--- src/rtl/seq_shift_unit_if.sv ---
// Operand, control and result bundle for seq_shift_unit.
// SEQ_SHIFT_ZERO_FLAG_EN adds the SHIFT_Zero result flag.
interface seq_shift_unit_if #(
    parameter int WIDTH   = 8,
    parameter int SHAMT_W = 3
);
    logic [WIDTH-1:0]   A;
    logic [WIDTH-1:0]   B;
    logic [2:0]         ALU_FUN;
    logic [SHAMT_W-1:0] SHAMT;
    logic               Shift_Enable;
    logic [WIDTH-1:0]   SHIFT_OUT;
    logic               SHIFT_Carry;
    logic               SHIFT_Flag;
    logic               Busy;
`ifdef SEQ_SHIFT_ZERO_FLAG_EN
    logic               SHIFT_Zero;
`endif

    modport master (
        output A, B, ALU_FUN, SHAMT, Shift_Enable,
`ifdef SEQ_SHIFT_ZERO_FLAG_EN
        input  SHIFT_Zero,
`endif
        input  SHIFT_OUT, SHIFT_Carry, SHIFT_Flag, Busy
    );

    modport slave (
        input  A, B, ALU_FUN, SHAMT, Shift_Enable,
`ifdef SEQ_SHIFT_ZERO_FLAG_EN
        output SHIFT_Zero,
`endif
        output SHIFT_OUT, SHIFT_Carry, SHIFT_Flag, Busy
    );
endinterface

--- src/rtl/seq_shift_unit.sv ---
// Multi-cycle shifter: LSR/LSL/ASR/ROR, STEP bits per clock.
// SEQ_SHIFT_ZERO_FLAG_EN adds a registered result==0 flag.
module seq_shift_unit #(
    parameter int WIDTH   = 8,
    parameter int SHAMT_W = 3,
    parameter int STEP    = 1
) (
    input  logic         CLK,
    input  logic         RST,
    seq_shift_unit_if.slave bus
);

    typedef enum logic {S_IDLE, S_SHIFT} state_t;

    localparam logic [1:0] M_LSR = 2'b00;
    localparam logic [1:0] M_LSL = 2'b01;
    localparam logic [1:0] M_ASR = 2'b10;
    localparam logic [1:0] M_ROR = 2'b11;
    localparam logic [SHAMT_W-1:0] STEP_C = SHAMT_W'(STEP);

    state_t             state_q;
    state_t             state_d;
    logic [WIDTH-1:0]   op_sel;
    logic [WIDTH-1:0]   work_q;
    logic [WIDTH-1:0]   work_d;
    logic [SHAMT_W-1:0] count_q;
    logic [SHAMT_W-1:0] count_d;
    logic [1:0]         mode_q;
    logic               fill_q;
    logic               carry_q;
    logic               carry_d;
    logic [WIDTH-1:0]   out_q;
    logic               out_c_q;
    logic               flag_q;
    logic               busy;
    logic               start;
    logic               last;

    assign op_sel = bus.ALU_FUN[2] ? bus.B : bus.A;
    assign start  = (state_q == S_IDLE) && bus.Shift_Enable;
    assign last   = (state_q == S_SHIFT) && (count_q <= STEP_C);

    // State register.
    always_ff @(posedge CLK or negedge RST) begin
        if (!RST) state_q <= S_IDLE;
        else      state_q <= state_d;
    end

    // Next state: leave IDLE on a start, return once count runs out.
    always_comb begin
        state_d = state_q;
        unique case (state_q)
            S_IDLE:  if (bus.Shift_Enable) state_d = S_SHIFT;
            S_SHIFT: if (count_q <= STEP_C) state_d = S_IDLE;
            default: state_d = S_IDLE;
        endcase
    end

    // Outputs decoded from state.
    always_comb begin
        busy = 1'b0;
        if (state_q == S_SHIFT) busy = 1'b1;
    end

    // One step: up to STEP single-bit moves, bounded by remaining count.
    always_comb begin
        work_d  = work_q;
        carry_d = carry_q;
        for (int i = 0; i < STEP; i++) begin
            if (SHAMT_W'(i) < count_q) begin
                unique case (mode_q)
                    M_LSR: begin
                        carry_d = work_d[0];
                        work_d  = {1'b0, work_d[WIDTH-1:1]};
                    end
                    M_LSL: begin
                        carry_d = work_d[WIDTH-1];
                        work_d  = {work_d[WIDTH-2:0], 1'b0};
                    end
                    M_ASR: begin
                        carry_d = work_d[0];
                        work_d  = {fill_q, work_d[WIDTH-1:1]};
                    end
                    M_ROR: begin
                        carry_d = work_d[0];
                        work_d  = {work_d[0], work_d[WIDTH-1:1]};
                    end
                    default: ;
                endcase
            end
        end
        count_d = (count_q > STEP_C) ? count_q - STEP_C : '0;
    end

    // Capture on start, step while shifting, publish on the last step.
    always_ff @(posedge CLK or negedge RST) begin
        if (!RST) begin
            work_q  <= '0;
            count_q <= '0;
            mode_q  <= '0;
            fill_q  <= 1'b0;
            carry_q <= 1'b0;
            out_q   <= '0;
            out_c_q <= 1'b0;
            flag_q  <= 1'b0;
        end else begin
            flag_q <= 1'b0;
            if (start) begin
                work_q  <= op_sel;
                mode_q  <= bus.ALU_FUN[1:0];
                fill_q  <= op_sel[WIDTH-1];
                count_q <= bus.SHAMT;
                carry_q <= 1'b0;
            end else if (state_q == S_SHIFT) begin
                work_q  <= work_d;
                count_q <= count_d;
                carry_q <= carry_d;
                if (last) begin
                    out_q   <= work_d;
                    out_c_q <= carry_d;
                    flag_q  <= 1'b1;
                end
            end
        end
    end

`ifdef SEQ_SHIFT_ZERO_FLAG_EN
    logic zero_q;

    // Zero flag refreshed with each published result.
    always_ff @(posedge CLK or negedge RST) begin
        if (!RST)      zero_q <= 1'b0;
        else if (last) zero_q <= (work_d == '0);
    end

    assign bus.SHIFT_Zero = zero_q;
`endif

    assign bus.SHIFT_OUT   = out_q;
    assign bus.SHIFT_Carry = out_c_q;
    assign bus.SHIFT_Flag  = flag_q;
    assign bus.Busy        = busy;

endmodule

--- src/flat_wrapper.sv ---
// flat-port wrapper written by rule: the top's interface ports become plain ports
module seq_shift_unit_flat 
#(
    parameter int WIDTH   = 8,
    parameter int SHAMT_W = 3,
    parameter int STEP    = 1
)
  (CLK, RST, bus_A, bus_B, bus_ALU_FUN, bus_SHAMT, bus_Shift_Enable, bus_SHIFT_OUT, bus_SHIFT_Carry, bus_SHIFT_Flag, bus_Busy);
  seq_shift_unit_if #(.WIDTH(WIDTH), .SHAMT_W(SHAMT_W)) bus_i ();
  input  logic CLK;
  input  logic RST;
  input wire logic [$bits(bus_i.A)-1:0] bus_A;
  input wire logic [$bits(bus_i.B)-1:0] bus_B;
  input wire logic [$bits(bus_i.ALU_FUN)-1:0] bus_ALU_FUN;
  input wire logic [$bits(bus_i.SHAMT)-1:0] bus_SHAMT;
  input wire logic [$bits(bus_i.Shift_Enable)-1:0] bus_Shift_Enable;
  output wire logic [$bits(bus_i.SHIFT_OUT)-1:0] bus_SHIFT_OUT;
  output wire logic [$bits(bus_i.SHIFT_Carry)-1:0] bus_SHIFT_Carry;
  output wire logic [$bits(bus_i.SHIFT_Flag)-1:0] bus_SHIFT_Flag;
  output wire logic [$bits(bus_i.Busy)-1:0] bus_Busy;
  assign bus_i.A = bus_A;
  assign bus_i.B = bus_B;
  assign bus_i.ALU_FUN = bus_ALU_FUN;
  assign bus_i.SHAMT = bus_SHAMT;
  assign bus_i.Shift_Enable = bus_Shift_Enable;
  assign bus_SHIFT_OUT = bus_i.SHIFT_OUT;
  assign bus_SHIFT_Carry = bus_i.SHIFT_Carry;
  assign bus_SHIFT_Flag = bus_i.SHIFT_Flag;
  assign bus_Busy = bus_i.Busy;
  seq_shift_unit #(.WIDTH(WIDTH), .SHAMT_W(SHAMT_W), .STEP(STEP)) u_core (.CLK(CLK), .RST(RST), .bus(bus_i));
endmodule
--- config.mk ---
export PLATFORM = sky130hd
export DESIGN_NAME = seq_shift_unit_flat
export DESIGN_NICKNAME = d
export VERILOG_FILES = /design/src/rtl/seq_shift_unit_if.sv /design/src/rtl/seq_shift_unit.sv /design/src/flat_wrapper.sv
export SDC_FILE = /design/constraint.sdc
export NUM_CORES = 1
export LEC_CHECK = 0
export ABC_AREA = 1
export BUFFER_PORTS_ARGS = -buffer_cell sky130_fd_sc_hd__buf_2
export CORE_UTILIZATION = 42
export DETAILED_ROUTE_END_ITERATION = 7
export PLACE_DENSITY = 0.65
export SLEW_MARGIN = 20
export SYNTH_ARGS = -nofsm -noshare
export SYNTH_HDL_FRONTEND = slang
export SYNTH_SLANG_ARGS = --single-unit
export TNS_END_PERCENT = 5
--- constraint.sdc ---
create_clock -name CLK -period 3.3 [get_ports CLK]
set_input_delay 0.33 -clock CLK [delete_from_list [all_inputs] [get_ports CLK]]
set_output_delay 0.33 -clock CLK [all_outputs]
set_load 0.01 [all_outputs]
==> qor.txt, run 1 <==
WL met3 - 127 µm
Crit. Startpoint - u_core.count_q[2]
Full die area - 3790 µm²
Syn Inst Count - 192
GRT overflow - 0
Worst hold start - bus_SHAMT[1]
Worst path required time - 3540 ps
Port Buffer Count - 35
Endpoints failing hold - 0
Wire per inst - 12.3 µm
# clock sinks - 26
Setup Viol. Count Final - 0
Post-CTS resize count - 0
Final Net Count - 255
P&R area growth vs syn - 15.0%
Fin Setup TNS - 0 ps
First-pass GRT wire length - 5460 µm
Root Buffer Master - clkbuf_4
Die outline height - 61.6 µm
Leak - 0.953 nW
Initial antenna violation count - 0
Crit path kind - flip-flop to flip-flop
Initial drt markers - 44
Pwr Density - 975 nW/µm²
Drt via density - 4.93
Cell Area, Placed - 1670 µm²
Clock Tree Buf Depth - 2
I/O pin cnt - 36
Synth async-reset ratio - 1.00
Top Metal Used - met4
Skew-Pair Late Insertion Delay - 330 ps
Ys Warns - 0
CP startpoint kind - flip-flop
CTS tree - built
Min cycle time layout - 1590 ps
Final Cell Area - 1710 µm²
Post-Syn Area - 1490 µm²
RR Startpoint - u_core.count_q[2]
Drt first pass iters - 4
Synth top area share - 0.437
Die width - 61.6 µm
Final wirelength - 3350 µm
Crit end category - flip-flop
Number of synthesized flops with an enable pin - 0
DRC - 0
R2R Setup Slk - 1710 ps
Worst EP arrival - 1830 ps
Top cells by count, synth - 82 x nand2_1, 26 x dfrtp_1, 13 x a21oi_1
Cell variety after synth - 27
Tot GR Track Use - 0.198
Vias - 1,345
Largest area contributor in the netlist - dfrtp_1
Mapped Nets - 219
RSZ-0062 raised after global routing - false
Vias in the first global route - 1,250
Mean Syn Cell Area - 7.76 µm²
Diodes inserted - 0
Initial Utilization - 0.443
Core Box Area - 3360 µm²
Final worst-path cycle share - 0.483
HPWL Detailed - 2550 µm
H-tree Lvls - 1
Sequential-to-total area share from yosys stat - 0.437
Rows - 21
Relative slew slack - 0.610
Peak VDD IR - 0.000554 V
Worst-path clk slew - 130 ps
Status - complete, no violations
Final ANT Viol Nets - 0
Worst clock skew - 8.75 ps
Dominant synthesized flop cell - dfrtp_1
Hold Crit Class - primary input to flip-flop
Routability congestion estimate - 0.780
Number of CTS-inserted buffers - 3
Synth area leaders - dfrtp_1 44%, nand2_1 21%, o211ai_2 5.0%
Top achievable clock speed - 627 MHz
Yosys reg bits - 26
Worst-margin pin slew - 584 ps
Crit-path max FO - 12
WL met1 - 1580 µm
Slew Viols, Final - 0
Met2 WL post-DR - 1620 µm
Share of cells above drive strength 1 - 0.282
Max Cap Viol - 0
Largest net degree at the start of global routing - 27
Top-count cell post-synth - nand2_1
layer usage:
metal / track usage / vias to the layer above
met4: 0.0476 / 0
met2: 0.335 / 21
met3: 0.0567 / 4
met5: 0 / -
met1: 0.249 / 638
li1: - / 682
critical path: stages, from the launching register on:
cell,delay [ps]
dfrtp_1,440
nor2_2,120
nand2_2,200
nand2_2,150
inv_2,60
nor2_4,240
inv_2,150
nand2_1,80
nand2_1,50
sequential cells by signal, summed over array words and instances (netlist names):
name and count:
u_core.bus.SHIFT_Carry 1, u_core.fill_q 1, u_core.bus.SHIFT_OUT 8, u_core.carry_q 1, u_core.bus.SHIFT_Flag 1, u_core.mode_q 2, u_core.count_q 3, u_core.work_q 8
u_core.state_q 1
path summary, 6_finish.rpt:
check	endpoint	depth (start not counted)
setup / recovery	u_core.bus.SHIFT_OUT[6]	8
hold / removal	u_core.count_q[1]	3
setup reg to reg	u_core.bus.SHIFT_OUT[6]	8
hold reg to reg	u_core.bus.SHIFT_Carry	2
max in group asynchronous	u_core.work_q[6]	2
min in group asynchronous	u_core.bus.SHIFT_OUT[2]	2
stage by stage:
| step | total power [mW] | std cells | setup slack (ps) | hold slack [ps] | utilization |
|---|---|---|---|---|---|
| detailed placement | 1.52 | 268 | 1740 | 363 | 0.496 |
| global placement | 1.51 | 268 | 1760 | 362 | 0.496 |
| floorplan | 1.34 | 192 | 2080 | 34.4 | - |
| finish | 1.67 | 273 | 1710 | 210 | 0.510 |
| CTS | 1.69 | 273 | 1680 | 202 | 0.510 |
| global route | 1.85 | 273 | 1530 | 202 | 0.510 |
cells in the final DEF (no fill, tap or decap), drive strengths merged, types with 4 or more instances in the layout:
cell type	instances
nor2	7
a21oi	13
buf	35
nand3	12
o21ai	6
nand2	87
o211ai	7
dfrtp	26
clkbuf	4
inv	19
power breakdown:
group	leakage [nW]	internal, mW	switching [mW]
sequential	0.325	0.472	0.144
combinational	0.607	0.323	0.569
clock	0.0210	0.0677	0.0972
total	0.953	0.862	0.810
cell families (layout without fill, tap and decap cells):
kind of cell | after synthesis | count (layout) | synth area share
buf+inv | 24 | 59 | 0.0848
flops | 26 | 26 | 0.437
xor+xnor | 1 | 1 | 0.00588
fa+ha+maj | 2 | 2 | 0.0168
compound gates | 29 | 29 | 0.135
simple gates | 110 | 110 | 0.321
final cells by class:
| class | count | area [µm²] |
|---|---|---|
| tap | 46 | 57.6 |
| inverter | 19 | 71.3 |
| timing repair buffer | 36 | 185 |
| fill | 366 | 1650 |
| multi-input combinational | 142 | 713 |
| clock buffer | 4 | 36.3 |
| sequential | 26 | 651 |
timing repair:
| action | 4_1_cts | 5_1_grt |
|---|---|---|
| buffers inserted | 0 | 0 |
| endpoints found under the hold margin | 26 | 0 |
| hold buffers | 1 | 0 |
No activity file was read; power rests on OpenSTA's default activity.
==> run 2, diff against run 1 <==
- PLACE_DENSITY: 0.65 -> 0.68
- clock period: 3.3 -> 1.4 ns (I/O delays scaled with it)
==> qor.txt, run 2 (synthesis gave the netlist of run 1 again) <==
Status - complete, no violations (unchanged)
Vias in the first global route - 1,196 (was 1,250)
Tot GR Track Use - 0.196 (was 0.198)
# clock sinks - 26 (unchanged)
Initial drt markers - 28 (was 44)
Max Cap Viol - 0 (unchanged)
Worst clock skew - 9.92 ps (was 8.75 ps)
Hold Crit Class - primary input to flip-flop (unchanged)
Pre-CTS WS - 46.4 ps (was 1740 ps)
Diodes inserted - 0 (unchanged)
Critical Path, Cell by Cell - inv_2, ha_4, nand2_2, nand2_2, inv_2, nor2_4, buf_4, nand3_1, nand2_1 (was nor2_2, nand2_2, nand2_2, inv_2, nor2_4, inv_2, nand2_1, nand2_1)
Final Net Count - 262 (was 255)
DRC - 0 (unchanged)
HPWL Detailed - 2420 µm (was 2550 µm)
I/O pin cnt - 36 (unchanged)
Buf+Inv Stages, Crit Path - 3 (was 2)
Endpoints failing hold - 0 (unchanged)
Share of cells above drive strength 1 - 0.321 (was 0.282)
Die width - 61.6 µm (unchanged)
Worst hold start - bus_ALU_FUN[1] (was bus_SHAMT[1])
Final worst-path cycle share - 0.987 (was 0.483)
Crit-path max FO - 5 (was 12)
Drt first pass iters - 4 (unchanged)
Relative slew slack - 0.614 (was 0.610)
Min cycle time layout - 1380 ps (was 1590 ps)
Skew-Pair Late Insertion Delay - 320 ps (was 330 ps)
Peak VDD IR - 0.000838 V (was 0.000554 V)
Worst EP arrival - 1660 ps (was 1830 ps)
Worst-path clk slew - 140 ps (was 130 ps)
Internal power - 2.24 mW (was 0.862 mW)
Die outline height - 61.6 µm (unchanged)
Clock Tree Buf Depth - 2 (unchanged)
Worst-margin pin slew - 580 ps (was 584 ps)
Largest net degree at the start of global routing - 27 (unchanged)
Reg2reg path depth - 9 (was 8)
Final wirelength - 3230 µm (was 3350 µm)
GRT overflow - 0 (unchanged)
Most common cell after layout, fill and taps aside - nand2_1 (unchanged)
Vias - 1,320 (was 1,345)
H-tree Lvls - 1 (unchanged)
Top achievable clock speed - 723 MHz (was 627 MHz)
Most frequent cells in the layout - 81 x nand2_1, 35 x buf_2, 25 x dfrtp_1 (was 82 x nand2_1, 35 x buf_2, 26 x dfrtp_1)
CP startpoint kind - flip-flop (unchanged)
Crit path largest cell delay - 430 ps (was 440 ps)
Setup Viol. Count Final - 0 (unchanged)
Full die area - 3790 µm² (unchanged)
Clock power frac - 0.089 (was 0.099)
Port Buffer Count - 35 (unchanged)
P&R area growth vs syn - 20.4% (was 15.0%)
Rows - 21 (unchanged)
Filler cells - 350 (was 366)
Initial antenna violation count - 0 (unchanged)
Root Buffer Master - clkbuf_4 (unchanged)
RSZ-0062 raised after global routing - true (was false)
Crit end category - flip-flop (unchanged)
P_sw - 1.97 mW (was 0.810 mW)
Routability congestion estimate - 0.805 (was 0.780)
Crit-path slowest cell - dfrtp_1 (unchanged)
Fin util - 0.533 (was 0.510)
Slew Viols, Final - 0 (unchanged)
R2R Setup Slk - 20 ps (was 1710 ps)
Crit path max-delay family - simple AND/OR/NAND/NOR gates (unchanged)
Final Total Pwr - 4.21 mW (was 1.67 mW)
Part of the power in combinational logic - 0.569 (was 0.533)
Initial Utilization - 0.443 (unchanged)
Drt via density - 4.71 (was 4.93)
Wire per inst - 11.5 µm (was 12.3 µm)
Fin worst setup slack - 17.6 ps (was 1710 ps)
Pwr Density - 2350 nW/µm² (was 975 nW/µm²)
Hold Crit Endpoint - u_core.mode_q[1] (was u_core.count_q[1])
Critical R2R Capture - u_core.bus.SHIFT_OUT[7] (was u_core.bus.SHIFT_OUT[6])
Sw Share - 0.469 (was 0.484)
Sequential Power Share - 0.342 (was 0.368)
Crit path kind - flip-flop to flip-flop (unchanged)
First-pass GRT wire length - 5450 µm (was 5460 µm)
Hold Path Stages - 3 (unchanged)
RR Startpoint - u_core.count_q[1] (was u_core.count_q[2])
Core Box Area - 3360 µm² (unchanged)
Leak - 0.991 nW (was 0.953 nW)
Number of CTS-inserted buffers - 3 (unchanged)
Hold WS - 12.0 ps (was 210 ps)
Worst path required time - 1680 ps (was 3540 ps)
CTS tree - built (unchanged)
Final ANT Viol Nets - 0 (unchanged)
run 2: layer usage:
layer  up-vias  global-route usage  routed length [µm]
met2        34               0.295                1450
met5         -                   0                   0
met3         4              0.0294                 108
met1       582               0.283                1630
li1        700                   -                   -
met4         0              0.0762                  34
run 2: through the flow:
step | cells | cell area [µm²] | setup TNS, ps
final | 280 | 1790 | 0
after global routing | 280 | 1790 | -444
after CTS | 278 | 1750 | 0
after detailed placement | 273 | 1710 | 0
after global placement | 273 | 1710 | 0
after floorplan | 192 | 1490 | 0
run 2: worst max path at each step:
| stage | from | end | depth (start not counted) |
|---|---|---|---|
| finish | u_core.count_q[1] | u_core.bus.SHIFT_OUT[7] | 9 |
| global route | u_core.count_q[1] | u_core.bus.SHIFT_OUT[4] | 9 |
| CTS | u_core.count_q[1] | u_core.bus.SHIFT_OUT[3] | 9 |
| detailed placement | u_core.count_q[1] | u_core.bus.SHIFT_OUT[3] | 9 |
| global placement | u_core.count_q[0] | u_core.count_q[1] | 4 |
| floorplan | u_core.count_q[0] | u_core.count_q[1] | 4 |
run 2: power by group through the flow:
| stage | registers, mW | clock network (mW) | logic, mW |
|---|---|---|---|
| final | 1.44 | 0.376 | 2.40 |
| after global routing | 1.49 | 0.423 | 2.77 |
| after CTS | 1.42 | 0.392 | 2.27 |
| after detailed placement | 1.43 | 0 | 2.26 |
| after global placement | 1.43 | 0 | 2.23 |
| after floorplan | 1.43 | 0 | 1.72 |
run 2: what timing repair did:
action / 4_1_cts / 5_1_grt
hold endpoints to repair: 26 / 0
setup endpoints to repair: 0 / 11
setup buffers: 0 / 2
hold buffers: 1 / 0
resized for setup: 0 / 8
run 2: worst min-delay path, stage by stage:
cell and delay (ps):
buf_2 70, nand2_1 40, o21ai_0 60
run 2: area by class of cell:
class / count / area, µm² / share of cell area
Clock buffer: 4 / 36.3 / 0.0202
Inverter: 19 / 73.8 / 0.0411
Multi-Input combinational cell: 142 / 733 / 0.409
Sequential cell: 26 / 652 / 0.363
Tap cell: 46 / 57.6 / 0.0321
Timing Repair Buffer: 43 / 241 / 0.135
==> run 3, diff against run 2 <==
- HOLD_SLACK_MARGIN: unset -> 0.03
==> qor.txt, run 3 (synthesis gave the netlist of run 1 again) <==
First-pass GRT wire length - 5500 µm (was 5450 µm)
R2R Setup Slk - 20 ps (about the same)
Clock Tree Buf Depth - 2 (unchanged)
Rows - 21 (unchanged)
Share of cells above drive strength 1 - 0.316 (was 0.321)
CP startpoint kind - flip-flop (unchanged)
Number of CTS-inserted buffers - 3 (unchanged)
Multi-input gate area - 733 µm² (unchanged)
Critical Path, Cell by Cell - inv_2, ha_4, nand2_2, nand2_2, inv_2, nor2_4, buf_4, nand3_1, nand2_1 (unchanged)
Port Buffer Count - 35 (unchanged)
Worst clock skew - 9.96 ps (was 9.92 ps)
Most common cell after layout, fill and taps aside - nand2_1 (unchanged)
I/O pin cnt - 36 (unchanged)
DRC - 0 (unchanged)
Crit-path slowest cell - dfrtp_1 (unchanged)
Relative slew slack - 0.614 (unchanged)
Setup Viol. Count Final - 0 (unchanged)
Vias in the first global route - 1,209 (was 1,196)
Die width - 61.6 µm (unchanged)
Pwr Density - 2310 nW/µm² (was 2350 nW/µm²)
Top achievable clock speed - 723 MHz (about the same)
Leak - 1.00 nW (was 0.991 nW)
HPWL Detailed - 2420 µm (unchanged)
Peak VDD IR - 0.000843 V (was 0.000838 V)
H-tree Lvls - 1 (unchanged)
Drt first pass iters - 4 (unchanged)
Worst EP arrival - 1660 ps (about the same)
Finished Layout Cells - 283 (was 280)
DP Cell Count - 273 (unchanged)
Vias - 1,332 (was 1,320)
Status - complete, no violations (unchanged)
Initial Utilization - 0.443 (unchanged)
Max Cap Viol - 0 (unchanged)
Worst-margin pin slew - 580 ps (unchanged)
Diodes inserted - 0 (unchanged)
Routability congestion estimate - 0.805 (unchanged)
Final worst-path cycle share - 0.987 (about the same)
Fin Setup TNS - 0 ps (unchanged)
# clock sinks - 26 (unchanged)
P&R area growth vs syn - 22.4% (was 20.4%)
Crit end category - flip-flop (unchanged)
Hold Crit Class - primary input to flip-flop (unchanged)
Tot GR Track Use - 0.198 (was 0.196)
Crit path max-delay family - simple AND/OR/NAND/NOR gates (unchanged)
Crit-path max FO - 5 (unchanged)
Core Box Area - 3360 µm² (unchanged)
Most frequent cells in the layout - 81 x nand2_1, 35 x buf_2, 25 x dfrtp_1 (unchanged)
Die outline height - 61.6 µm (unchanged)
Crit path kind - flip-flop to flip-flop (unchanged)
Initial antenna violation count - 0 (unchanged)
Final wirelength - 3240 µm (was 3230 µm)
Final Net Count - 265 (was 262)
Full die area - 3790 µm² (unchanged)
CTS tree - built (unchanged)
Hold WS - 47.4 ps (was 12.0 ps)
Crit path largest cell delay - 430 ps (about the same)
Sequential cell area - 652 µm² (unchanged)
Initial drt markers - 28 (unchanged)
Filler cells - 347 (was 350)
Drt via density - 4.71 (about the same)
Buf+Inv Stages, Crit Path - 3 (unchanged)
Skew-Pair Late Insertion Delay - 320 ps (about the same)
Final ANT Viol Nets - 0 (unchanged)
Largest net degree at the start of global routing - 27 (unchanged)
Worst path required time - 1680 ps (about the same)
GRT overflow - 0 (unchanged)
Wire per inst - 11.4 µm (was 11.5 µm)
Min cycle time layout - 1380 ps (about the same)
RSZ-0062 raised after global routing - true (unchanged)
Endpoints failing hold - 0 (unchanged)
Worst-path clk slew - 140 ps (about the same)
Slew Viols, Final - 0 (unchanged)
Root Buffer Master - clkbuf_4 (unchanged)
[run 3: worst register-to-register path: stages, from the launching register on]
cell     delay [ps]
dfrtp_1         430
inv_2           110
ha_4            130
nand2_2          70
nand2_2          80
inv_2            50
nor2_4          190
buf_4           150
nand3_1          70
nand2_1          60
[run 3: what timing repair did]
item	in CTS	in global routing
setup endpoints to repair	0	11
endpoints found under the hold margin	29	0
resized for setup	0	8
buffers inserted	0	2
hold buffers	4	0
[run 3: power breakdown]
part	internal (mW)	switching, mW	leakage, nW	total [mW]
sequential	1.11	0.326	0.324	1.44
combinational	0.970	1.43	0.659	2.40
clock	0.159	0.217	0.0210	0.376
[run 3: layout make-up]
type | instances | area share
flip-flops and latches | 26 | 0.357
inverters | 19 | 0.0405
repair buffers | 46 | 0.149
clock buffers | 4 | 0.0199
well taps | 46 | 0.0316
multi-input cells | 142 | 0.402
[run 3: per-stage QoR]
stage	setup WS (ps)	cell area (µm²)	total power, mW	util
after floorplan	180	1490	3.15	-
after global placement	95.1	1710	3.65	0.507
after detailed placement	46.4	1710	3.70	0.507
after CTS	18.0	1780	4.08	0.530
after global routing	-71.9	1820	4.69	0.542
final	17.6	1820	4.22	0.542
[run 3: per-layer routing]
metal  up-vias  global-route usage  routed length [µm]
met5         -                   0                   0
met4         0              0.0762                  34
met3         4              0.0294                 101
met2        34               0.300                1460
met1       588               0.284                1640
li1        706                   -                   -
[run 3: final timing paths]
check / start / to / cells after the start
hold / removal: bus_SHAMT[2] / u_core.count_q[2] / 3
setup reg to reg: u_core.count_q[1] / u_core.bus.SHIFT_OUT[7] / 9
hold reg to reg: u_core.bus.SHIFT_Carry / u_core.bus.SHIFT_Carry / 2
min in group asynchronous: RST / u_core.count_q[2] / 2
max in group asynchronous: RST / u_core.count_q[0] / 2
setup / recovery: u_core.count_q[1] / u_core.bus.SHIFT_OUT[7] / 9
